--- src/rtl/ocp3_nic_sideband_qualifier.sv ---
// OCP3 NIC sideband qualifier: synchronises and debounces the raw NIC sideband pins,
// tracks card presence, and flags NIC power-good loss while main power is enabled.
module ocp3_nic_sideband_qualifier #(
    parameter logic [15:0] INSERT_MS = 16'd50,
    parameter logic [15:0] REMOVE_MS = 16'd2,
    parameter logic [15:0] PG_MS     = 16'd2
) (
    input  logic       iClk,
    input  logic       iRst,
    input  logic       iTick_1ms,
    input  logic       iPRSNT_NIC_N_RAW,
    input  logic       iPWRGD_NIC_EDGE_RAW,
    input  logic       iPWRGD_NIC_PWR_GOOD_RAW,
    input  logic       iNIC_MAIN_PWR_EN,
    input  logic       iFAULT_CLR,
    output logic       oPRSNT_NIC_N,
    output logic       oPWRGD_NIC_EDGE,
    output logic       oPWRGD_NIC_PWR_GOOD,
    output logic       oPRSNT_CHANGE,
    output logic       oPWRGD_FAULT,
    output logic       oFAULT_LATCHED,
    output logic [1:0] oDBG_PRSNT_FSM
);

    typedef enum logic [1:0] {
        ABSENT   = 2'b00,
        INS_WAIT = 2'b01,
        PRESENT  = 2'b11,
        REM_WAIT = 2'b10
    } prsnt_state_e;

    localparam int PG_EDGE = 0;
    localparam int PG_NIC  = 1;

    // Advance a debounce count by one ms tick, saturating at all-ones.
    function automatic logic [15:0] tick_step(input logic [15:0] value, input logic tick);
        if (!tick || value == 16'hFFFF) begin
            return value;
        end
        return value + 16'd1;
    endfunction

    // Two-flop synchronisers; bit 0 is the metastable stage.
    logic [1:0] prsnt_n_sync;
    logic [1:0] edge_sync;
    logic [1:0] pg_sync;

    always_ff @(posedge iClk or posedge iRst) begin
        if (iRst) begin
            prsnt_n_sync <= 2'b11;
            edge_sync    <= 2'b00;
            pg_sync      <= 2'b00;
        end else begin
            // NOTE: non-blocking assignments let each stage capture the previous stage's old value.
            prsnt_n_sync <= {prsnt_n_sync[0], iPRSNT_NIC_N_RAW};
            edge_sync    <= {edge_sync[0], iPWRGD_NIC_EDGE_RAW};
            pg_sync      <= {pg_sync[0], iPWRGD_NIC_PWR_GOOD_RAW};
        end
    end

    logic       prsnt_n;
    logic [1:0] pg_in;

    assign prsnt_n = prsnt_n_sync[1];
    assign pg_in   = {pg_sync[1], edge_sync[1]};

    // Presence FSM and its debounce counter.
    prsnt_state_e state;
    prsnt_state_e state_d;
    logic [15:0]  prs_cnt;
    logic [15:0]  prs_cnt_d;
    logic [15:0]  prs_cnt_inc;
    logic         prsnt_n_q;
    logic         prsnt_n_d;
    logic         change_d;
    logic         to_absent;

    always_comb begin
        // NOTE: every signal gets a default first so no branch can infer a latch.
        state_d     = state;
        prs_cnt_d   = 16'd0;
        prsnt_n_d   = prsnt_n_q;
        change_d    = 1'b0;
        prs_cnt_inc = tick_step(prs_cnt, iTick_1ms);

        case (state)
            ABSENT: begin
                if (!prsnt_n) begin
                    state_d = INS_WAIT;
                end
            end
            INS_WAIT: begin
                if (prsnt_n) begin
                    state_d = ABSENT;
                end else if (prs_cnt_inc >= INSERT_MS) begin
                    state_d   = PRESENT;
                    prsnt_n_d = 1'b0;
                    change_d  = 1'b1;
                end else begin
                    prs_cnt_d = prs_cnt_inc;
                end
            end
            PRESENT: begin
                if (prsnt_n) begin
                    state_d = REM_WAIT;
                end
            end
            REM_WAIT: begin
                if (!prsnt_n) begin
                    state_d = PRESENT;
                end else if (prs_cnt_inc >= REMOVE_MS) begin
                    state_d   = ABSENT;
                    prsnt_n_d = 1'b1;
                    change_d  = 1'b1;
                end else begin
                    prs_cnt_d = prs_cnt_inc;
                end
            end
            default: begin
                state_d   = ABSENT;
                prsnt_n_d = 1'b1;
            end
        endcase
    end

    assign to_absent = (state_d == ABSENT) && (state != ABSENT);

    // Power-good channels are forced low against the next presence value so the
    // clear lands in the same cycle removal is declared.
    logic [1:0]  pg_q;
    logic [1:0]  pg_d;
    logic [15:0] pg_cnt   [2];
    logic [15:0] pg_cnt_d [2];

    always_comb begin
        for (int ch = 0; ch < 2; ch++) begin
            pg_d[ch]     = pg_q[ch];
            pg_cnt_d[ch] = 16'd0;
            if (prsnt_n_d) begin
                pg_d[ch] = 1'b0;
            end else if (pg_in[ch] != pg_q[ch]) begin
                if (tick_step(pg_cnt[ch], iTick_1ms) >= PG_MS) begin
                    pg_d[ch] = pg_in[ch];
                end else begin
                    pg_cnt_d[ch] = tick_step(pg_cnt[ch], iTick_1ms);
                end
            end
        end
    end

    // A fall with presence still declared is a genuine loss, never the removal clear.
    logic fault_q;
    logic fault_d;
    logic latched_q;
    logic latched_d;

    assign fault_d = pg_q[PG_NIC] && !pg_d[PG_NIC] && !prsnt_n_q && !prsnt_n_d
                     && iNIC_MAIN_PWR_EN;
    assign latched_d = fault_d || (latched_q && !iFAULT_CLR && !to_absent);

    always_ff @(posedge iClk or posedge iRst) begin
        if (iRst) begin
            state     <= ABSENT;
            prs_cnt   <= 16'd0;
            prsnt_n_q <= 1'b1;
            oPRSNT_CHANGE <= 1'b0;
            pg_q      <= 2'b00;
            for (int ch = 0; ch < 2; ch++) begin
                pg_cnt[ch] <= 16'd0;
            end
            fault_q   <= 1'b0;
            latched_q <= 1'b0;
        end else begin
            state     <= state_d;
            prs_cnt   <= prs_cnt_d;
            prsnt_n_q <= prsnt_n_d;
            oPRSNT_CHANGE <= change_d;
            pg_q      <= pg_d;
            for (int ch = 0; ch < 2; ch++) begin
                pg_cnt[ch] <= pg_cnt_d[ch];
            end
            fault_q   <= fault_d;
            latched_q <= latched_d;
        end
    end

    assign oPRSNT_NIC_N        = prsnt_n_q;
    assign oPWRGD_NIC_EDGE     = pg_q[PG_EDGE];
    assign oPWRGD_NIC_PWR_GOOD = pg_q[PG_NIC];
    assign oPWRGD_FAULT        = fault_q;
    assign oFAULT_LATCHED      = latched_q;
    assign oDBG_PRSNT_FSM      = state;

endmodule

--- config.mk ---
export PLATFORM = sky130hd
export DESIGN_NAME = ocp3_nic_sideband_qualifier
export DESIGN_NICKNAME = d
export VERILOG_FILES = /design/src/rtl/ocp3_nic_sideband_qualifier.sv
export SDC_FILE = /design/constraint.sdc
export NUM_CORES = 1
export LEC_CHECK = 0
export ABC_AREA = 1
export CAP_MARGIN = 20
export CORE_MARGIN = 3
export CORE_UTILIZATION = 25
export DETAILED_ROUTE_END_ITERATION = 12
export PLACE_DENSITY = 0.38
export SLEW_MARGIN = 20
export SYNTH_ARGS = -nofsm -noshare
export SYNTH_HDL_FRONTEND = slang
export SYNTH_SLANG_ARGS = --single-unit
--- constraint.sdc ---
create_clock -name iClk -period 5.9 [get_ports iClk]
set_input_delay 1.18 -clock iClk [delete_from_list [all_inputs] [get_ports iClk]]
set_output_delay 1.18 -clock iClk [all_outputs]
set_load 0.03 [all_outputs]
==> results by group, run 1 <==
Synth
  • Avg Inst Size Synth: about 7.7 um^2
  • Distinct cells, synth: 38
  • Seq cells post-synth: 62
  • Cell Area, Synth: 0.003651 mm^2
  • Synth Instances: roughly 480
  • YS warnings: 0
  • Seq/Total Area, Yosys: 42.60%

Drt
  • Wire per inst: 11.41 um
  • Drt pass-1 iters: 4
  • Via density: 4.205
  • Initial DRC count: 194
  • Post-Route WL: 8248 um
  • DRC violations left: 0
  • Detailed-route via count: 3,040
  • Final antenna-violating net count: 0

STA
  • Hold Violations, Final: 0
  • Final setup violation count: 0
  • Clock Skews: 0.005351 ns
  • Slew at the pin closest to its max-slew limit: between 0.5 and 0.6 ns
  • Fin. max-slew vios: 0
  • Slew headroom: 62.20%
  • Period utilisation layout: 59.12%
  • Min Clock Period, post-route: 3.488 ns
  • Setup TNS: 0 ns
  • Unrepaired setup endpoints after global routing: no
  • Fmax: 286.7 MHz

Hold path
  • Worst Hold Path EP: prsnt_n_sync[1]
  • Worst hold path class: register to register
  • Hold wc startpoint: prsnt_n_sync[0]
  • Hold depth: 0

Clock tree
  • Clk sinks: 62
  • Clock Latency Late Sink: 0.33 ns
  • Postcts setup bufs: 0
  • CTS tree: built
  • Htree depth: 3
  • Post-CTS Hold Fix Bufs: 0
  • CTS buffer count: 9
  • CTS Buffer Depth: 2
  • Root buf cell: clkbuf_16
  • Post-cts sizing count: 0
  • Clk slew on worst S/H paths: 0.05 ns

Placed design
  • Post-DP HPWL: about 6400 um
  • Port bufs: 15
  • Placer Congestion: 0.8348
  • Placed cells: 707

Worst setup path
  • Crit path arrival time: 3.71 ns
  • Crit path largest cell delay: ~0.83 ns
  • Crit-path most repeated cell: nand2_1
  • Kind of critical path: input port to register
  • Critical path required time: 6.12 ns
  • CP startpoint kind: input port
  • CP endpoint kind: register
  • Reg2reg setup slack: 3.18 ns
  • FF-to-FF End: prs_cnt[0]
  • Worst Reg-to-Reg Cells: 13
  • Crit-path cells: clkdlybuf4s50_1 > nand2_1 > nor2_1 > nand3_1 > nor2_1 > nand2_1 > nand2_1 > nand2_1 > nor2_1 > nand3_1 > nand2_1 > nand2_1 > nand3_2 > nand2_1
  • Crit-path max FO: 11
  • Critical path's slowest cell: clkdlybuf4s50_1
  • R2r startpoint: prs_cnt[0]

Floorplan
  • Core ar.: 0.01410 mm^2
  • Initial Utilization: 25.90%
  • Die Ht: 126.8 um
  • Num rows: 43
  • IO Pins: 16
  • DIE AREA: 0.01609 mm^2
  • Die Width: 126.8 um

Power
  • PwrDens: 296.4 mW/mm^2
  • Lkg Pwr: 0.002065 uW
  • Maximum vdd ir drop: 0.2186 mV

Global routing
  • Largest net degree at the start of global routing: 40
  • Tot GR Track Use: 11.54%
  • First-pass GRT wire length: 14,860 um
  • Initial antenna violation count: 0
  • GRT overflow: 0
  • Vias in the first global route: approximately 3,000

Layout
  • Post-layout net count: 553
  • Post-route insts no fill: just over 700
  • Ratio of cells with drive above 1 in the final layout: 8.840%
  • Area grow syn2layout: 21.80%
  • Ant diodes: 0

Outcome
  • Status: finished clean

Job
  • MaxCap Viol Count: 0
-- metrics by stage --
stage / total power [uW] / cell area (um^2) / hold slack (ns) / setup WS, ns / utilization (%)
finish: 1318 / 4447 / 0.3547 / 2.412 / 31.55
global route: 1408 / 4447 / 0.3581 / 2.161 / 31.55
CTS: 1350 / 4447 / 0.3555 / 2.412 / 31.55
detailed placement: 802.6 / 4145 / 0.3475 / 2.049 / 29.41
global placement: 806.5 / 4145 / 0.3461 / 2.117 / 29.41
floorplan: 709.2 / 3797 / 0.3312 / 3.167 / -
-- metal layers --
| layer | vias up | routed length [um] | global-route usage [%] |
|---|---|---|---|
| met5 | - | 0 | 0 |
| met4 | 0 | 85 | 3.470 |
| met3 | 9 | 289 | 3.916 |
| met2 | 36 | 4061 | 19.12 |
| met1 | 1400 | 3811 | 14.25 |
| li1 | 1595 | - | - |
-- cell families after synthesis --
group	count (synthesis)	synth area share (%)
AND/OR/NAND/NOR	295	36.81
flip-flops	62	42.60
buffers and inverters	61	6.819
XOR/XNOR	30	7.197
AO/OA/AOI/OAI	18	3.530
adder cells (fa/ha/maj)	7	2.399
multiplexers	2	0.5483
other	1	0.1027
-- final cells by class --
| type | instances | area, um^2 |
|---|---|---|
| clock inverter | 4 | 45.04 |
| fill | 1518 | 9649 |
| clock buffer | 12 | 256.5 |
| timing repair buffer | 16 | 157.7 |
| tap | 180 | 225.2 |
| multi-input combinational | 392 | 1993 |
| inverter | 57 | 214.0 |
| sequential | 62 | 1555 |
-- sequential cells by signal, indices dropped and copies added, names as in the netlist --
register,count
prsnt_n_sync,2
prs_cnt,16
oPRSNT_NIC_N,1
pg_sync,2
oPRSNT_CHANGE,1
oDBG_PRSNT_FSM,2
oFAULT_LATCHED,1
edge_sync,2
pg_cnt,32
oPWRGD_FAULT,1
pg_q,2
-- layout by cell type, fill, tap and decap left out, drive strengths merged --
cell and instances:
bufinv 1, xor2 21, nor4 1, clkbuf 12
nand2 148, inv 57, nor2 67, dfstp 3
o21bai 2, mux2i 2, and2 1, or2 1
a31oi 1, ha 7, nor3 11, buf 1
o2111ai 1, nand3 42, nand4 19, o21ai 9
conb 40, clkinv 3, clkdlybuf4s50 15, nand3b 4
and3 1, dfrtp 59, a21oi 5, xnor2 9
-- worst max-delay path by stage --
| stage | startpoint | to | slack (ns) | depth (start not counted) |
|---|---|---|---|---|
| after global placement | iTick_1ms | oFAULT_LATCHED | 2.12 | 14 |
| after floorplan | iTick_1ms | oFAULT_LATCHED | 3.17 | 14 |
| final | iTick_1ms | oFAULT_LATCHED | 2.41 | 14 |
| after CTS | iTick_1ms | oFAULT_LATCHED | 2.41 | 14 |
| after global routing | iTick_1ms | oFAULT_LATCHED | 2.16 | 14 |
| after detailed placement | iTick_1ms | oFAULT_LATCHED | 2.05 | 14 |
-- power breakdown --
group          switching, uW  internal, uW
Clock                    180           347
Sequential              43.1           465
Combinational            178           105
Total                    402           916
-- worst max-delay path, delay by kind of cell --
kind,cells,cell delay (ns)
and+or+nand+nor,13,1.71
buffers and inverters,1,0.83
-- cells in the mapped netlist, drive strengths merged --
master | count | area (um^2)
o21bai | 2 | 18.77
a31oi | 1 | 6.260
conb | 1 | 3.750
nand2 | 148 | 583.1
nor2 | 67 | 274.0
dfstp | 3 | 78.83
nand3b | 4 | 30.03
ha | 7 | 87.58
and3 | 1 | 6.260
a21oi | 5 | 28.78
nand4 | 19 | 118.9
inv | 57 | 214.0
nand3 | 42 | 242.7
and2 | 1 | 6.260
xnor2 | 9 | 78.83
nor4 | 1 | 6.260
nor3 | 11 | 70.07
mux2i | 2 | 20.02
xor2 | 21 | 183.9
dfrtp | 59 | 1476
or2 | 1 | 6.260
buf | 4 | 35.03
o21ai | 9 | 60.06
o2111ai | 1 | 15.01
(Power assumes the default switching activity.)
==> inputs of run 2 (changes only) <==
- PLACE_DENSITY: 0.38 -> 0.39
- clock period: 5.9 -> 3.1 ns (I/O delays scaled with it)
==> run 2 against run 1 <==
First-iteration DRC count fell by 5.2%; worst setup slack lost 2.0 ns; count of clock-buffer cells in the layout rose by 1; critical path depth increased by 2; flip-flop and latch count is the same; wire length down 1.2%; via count is 0.63% higher; critical path type is now register to register; largest cell class unchanged.
==> results by group, run 2 (synthesis gave the netlist of run 1 again) <==
Job
  • MaxCap Viol Count: 0

STA
  • Period utilisation layout: 85.36%
  • Unrepaired setup endpoints after global routing: no
  • Final setup violation count: 0
  • Slew at the pin closest to its max-slew limit: roughly 0.66 ns
  • Fmax: about 380 MHz
  • Min Clock Period, post-route: 2.646 ns
  • Slew headroom: a little under three fifths
  • Setup TNS: 0 ns
  • Fin. max-slew vios: 0
  • Hold Violations, Final: 0
  • Clock Skews: 0.006105 ns

Worst setup path
  • CP delay by family, top: simple AND/OR/NAND/NOR gates
  • Crit path arrival time: roughly 2.9 ns
  • Worst Reg-to-Reg Cells: 16
  • Crit path largest cell delay: 0.44 ns
  • R2r startpoint: prs_cnt[0]
  • Worst setup startpoint: prs_cnt[0]
  • Reg2reg setup slack: 0.45 ns
  • Critical path's slowest cell: dfrtp_1
  • Critical path depth: 16
  • Crit-path most repeated cell: nand2_1
  • Critical path required time: roughly 3.3 ns
  • Crit-path max FO: 13
  • Crit-path cells: ha_1 > nand2_1 > nor2_4 > nand2_4 > o21ai_4 > nand2_1 > nand2_1 > nand3_1 > nor2_1 > nand3_2 > nand2_2 > nand2_1 > nand3_1 > nand4_1 > nand2_1 > nand2_1
  • Kind of critical path: register to register
  • CP endpoint kind: register
  • Critical path buffers and inverters: 0
  • FF-to-FF End: oFAULT_LATCHED
  • Crit path to: oFAULT_LATCHED
  • CP startpoint kind: register

Drt
  • Detailed-route via count: 3,059
  • Final antenna-violating net count: 0
  • Wire per inst: 11.24 um
  • DRC violations left: 0
  • Drt pass-1 iters: 4
  • Post-Route WL: just over 8000 um
  • Initial DRC count: 184
  • Via density: 4.219

Hold path
  • Worst hold path class: register to register
  • Hold wc startpoint: prsnt_n_sync[0]

Clock tree
  • Htree depth: 3
  • Postcts setup bufs: 0
  • Post-cts sizing count: 0
  • Clk slew on worst S/H paths: 0.05 ns
  • CTS tree: built
  • CTS buffer count: 9
  • Root buf cell: clkbuf_16
  • Clock Latency Late Sink: ~0.33 ns
  • Clk sinks: 62
  • CTS Buffer Depth: 2
  • Post-CTS Hold Fix Bufs: 0

Global routing
  • First-pass GRT wire length: 14,120 um
  • Initial antenna violation count: 0
  • GRT overflow: 0
  • Largest net degree at the start of global routing: 36
  • Tot GR Track Use: roughly 11%
  • Vias in the first global route: a little over 3,000

Layout
  • Max reg flops: 32
  • Post-layout net count: 555
  • Total area of sequential cells: 0.001555 mm^2
  • Leading cell type in the layout, fill and taps excluded: nand2_1
  • Final instance area: 0.004491 mm^2
  • Multi-input logic area: 0.001993 mm^2
  • # fillers: 1,536
  • Register with the most flip-flops: pg_cnt
  • Most frequent cells in the layout: nand2_1, nor2_1, dfrtp_1, inv_1, conb_1
  • Area grow syn2layout: 23.00%
  • Ratio of cells with drive above 1 in the final layout: 8.807%
  • Ant diodes: 0
  • Top Registers: pg_cnt: 32 flops, prs_cnt: 16 flops

Power
  • Sequential share of power: 37.5%
  • Clk pwr share: 41.4%
  • Gate power share: 21.1%
  • Maximum vdd ir drop: 0.2879 mV
  • P_int: 1812 uW
  • PwrDens: roughly 570 mW/mm^2
  • Lkg Pwr: 0.002077 uW
  • Net Switching: between 700 and 800 uW
  • Sw Ratio: 29.58%

Placed design
  • Placer Congestion: 0.8205
  • Post-DP HPWL: ~6300 um
  • Port bufs: 15
  • Post-Place Cell Area: 0.004173 mm^2

Floorplan
  • Die Ht: 126.8 um
  • Num rows: 43
  • DIE AREA: 0.01609 mm^2
  • Initial Utilization: 25.90%
  • Die Width: 126.8 um
  • Core ar.: about 0.014 mm^2
  • IO Pins: 16

Outcome
  • Status: finished clean
-- run 2: cell types whose count changed in the layout (fill, tap and decap cells not counted), sizes merged --
cell | before | now
clkbuf | 12 | 13
buf | 1 | 3
bufinv | 1 | 2
clkinvlp | 0 | 1
clkinv | 3 | 0
-- run 2: how the worst min path moves through the flow --
stage / to / slack [ns] / cells past startpoint
floorplan: edge_sync[1] / 0.33 / 0
global placement: pg_sync[1] / 0.34 / 0
detailed placement: prsnt_n_sync[1] / 0.35 / 0
CTS: prsnt_n_sync[1] / 0.36 / 0
global route: prsnt_n_sync[1] / 0.36 / 0
finish: prsnt_n_sync[1] / 0.36 / 0
-- run 2: metrics by stage --
| step | util, % | instances | total power (uW) | setup WS (ns) | hold slack (ns) |
|---|---|---|---|---|---|
| 2_1_floorplan | - | 515 | 1350 | 0.8802 | 0.3312 |
| 3_3_place_gp | 29.60 | 709 | 1533 | 0.1840 | 0.3438 |
| 3_5_place_dp | 29.60 | 709 | 1528 | 0.1344 | 0.3491 |
| 4_1_cts | 31.86 | 725 | 2630 | 0.4010 | 0.3570 |
| 5_1_grt | 31.86 | 725 | 2733 | 0.1554 | 0.3603 |
| 6_report | 31.86 | 725 | 2573 | 0.4539 | 0.3551 |
-- run 2: power groups by stage --
| stage | Clock [uW] | Combinational [uW] | Sequential [uW] |
|---|---|---|---|
| 3_5_place_dp | 0 | 548 | 981 |
| 4_1_cts | 1110 | 552 | 967 |
| 2_1_floorplan | 0 | 323 | 1030 |
| 6_report | 1070 | 542 | 964 |
| 5_1_grt | 1140 | 613 | 977 |
| 3_3_place_gp | 0 | 551 | 982 |
-- run 2: final cells by class --
cell class / instances / share of cell area, %
Inverter: 57 / 4.765
Timing Repair Buffer: 18 / 4.124
Clock buffer: 13 / 5.573
Multi-Input combinational cell: 392 / 44.39
Sequential cell: 62 / 34.63
Clock inverter: 3 / 1.505
Tap cell: 180 / 5.015
-- run 2: routing by layer --
layer	share of wire [%]	track usage [%]
met5	0	0
met4	2.4	5.174
met3	3.5	3.621
met2	50	19.33
met1	44	12.47
-- run 2: worst reg2reg max path, delay by kind of cell, from the launching register on --
family          cells  cell delay (ns)
flops               1             0.44
simple gates       14             1.44
fa+ha+maj           1             0.29
compound gates      1             0.36
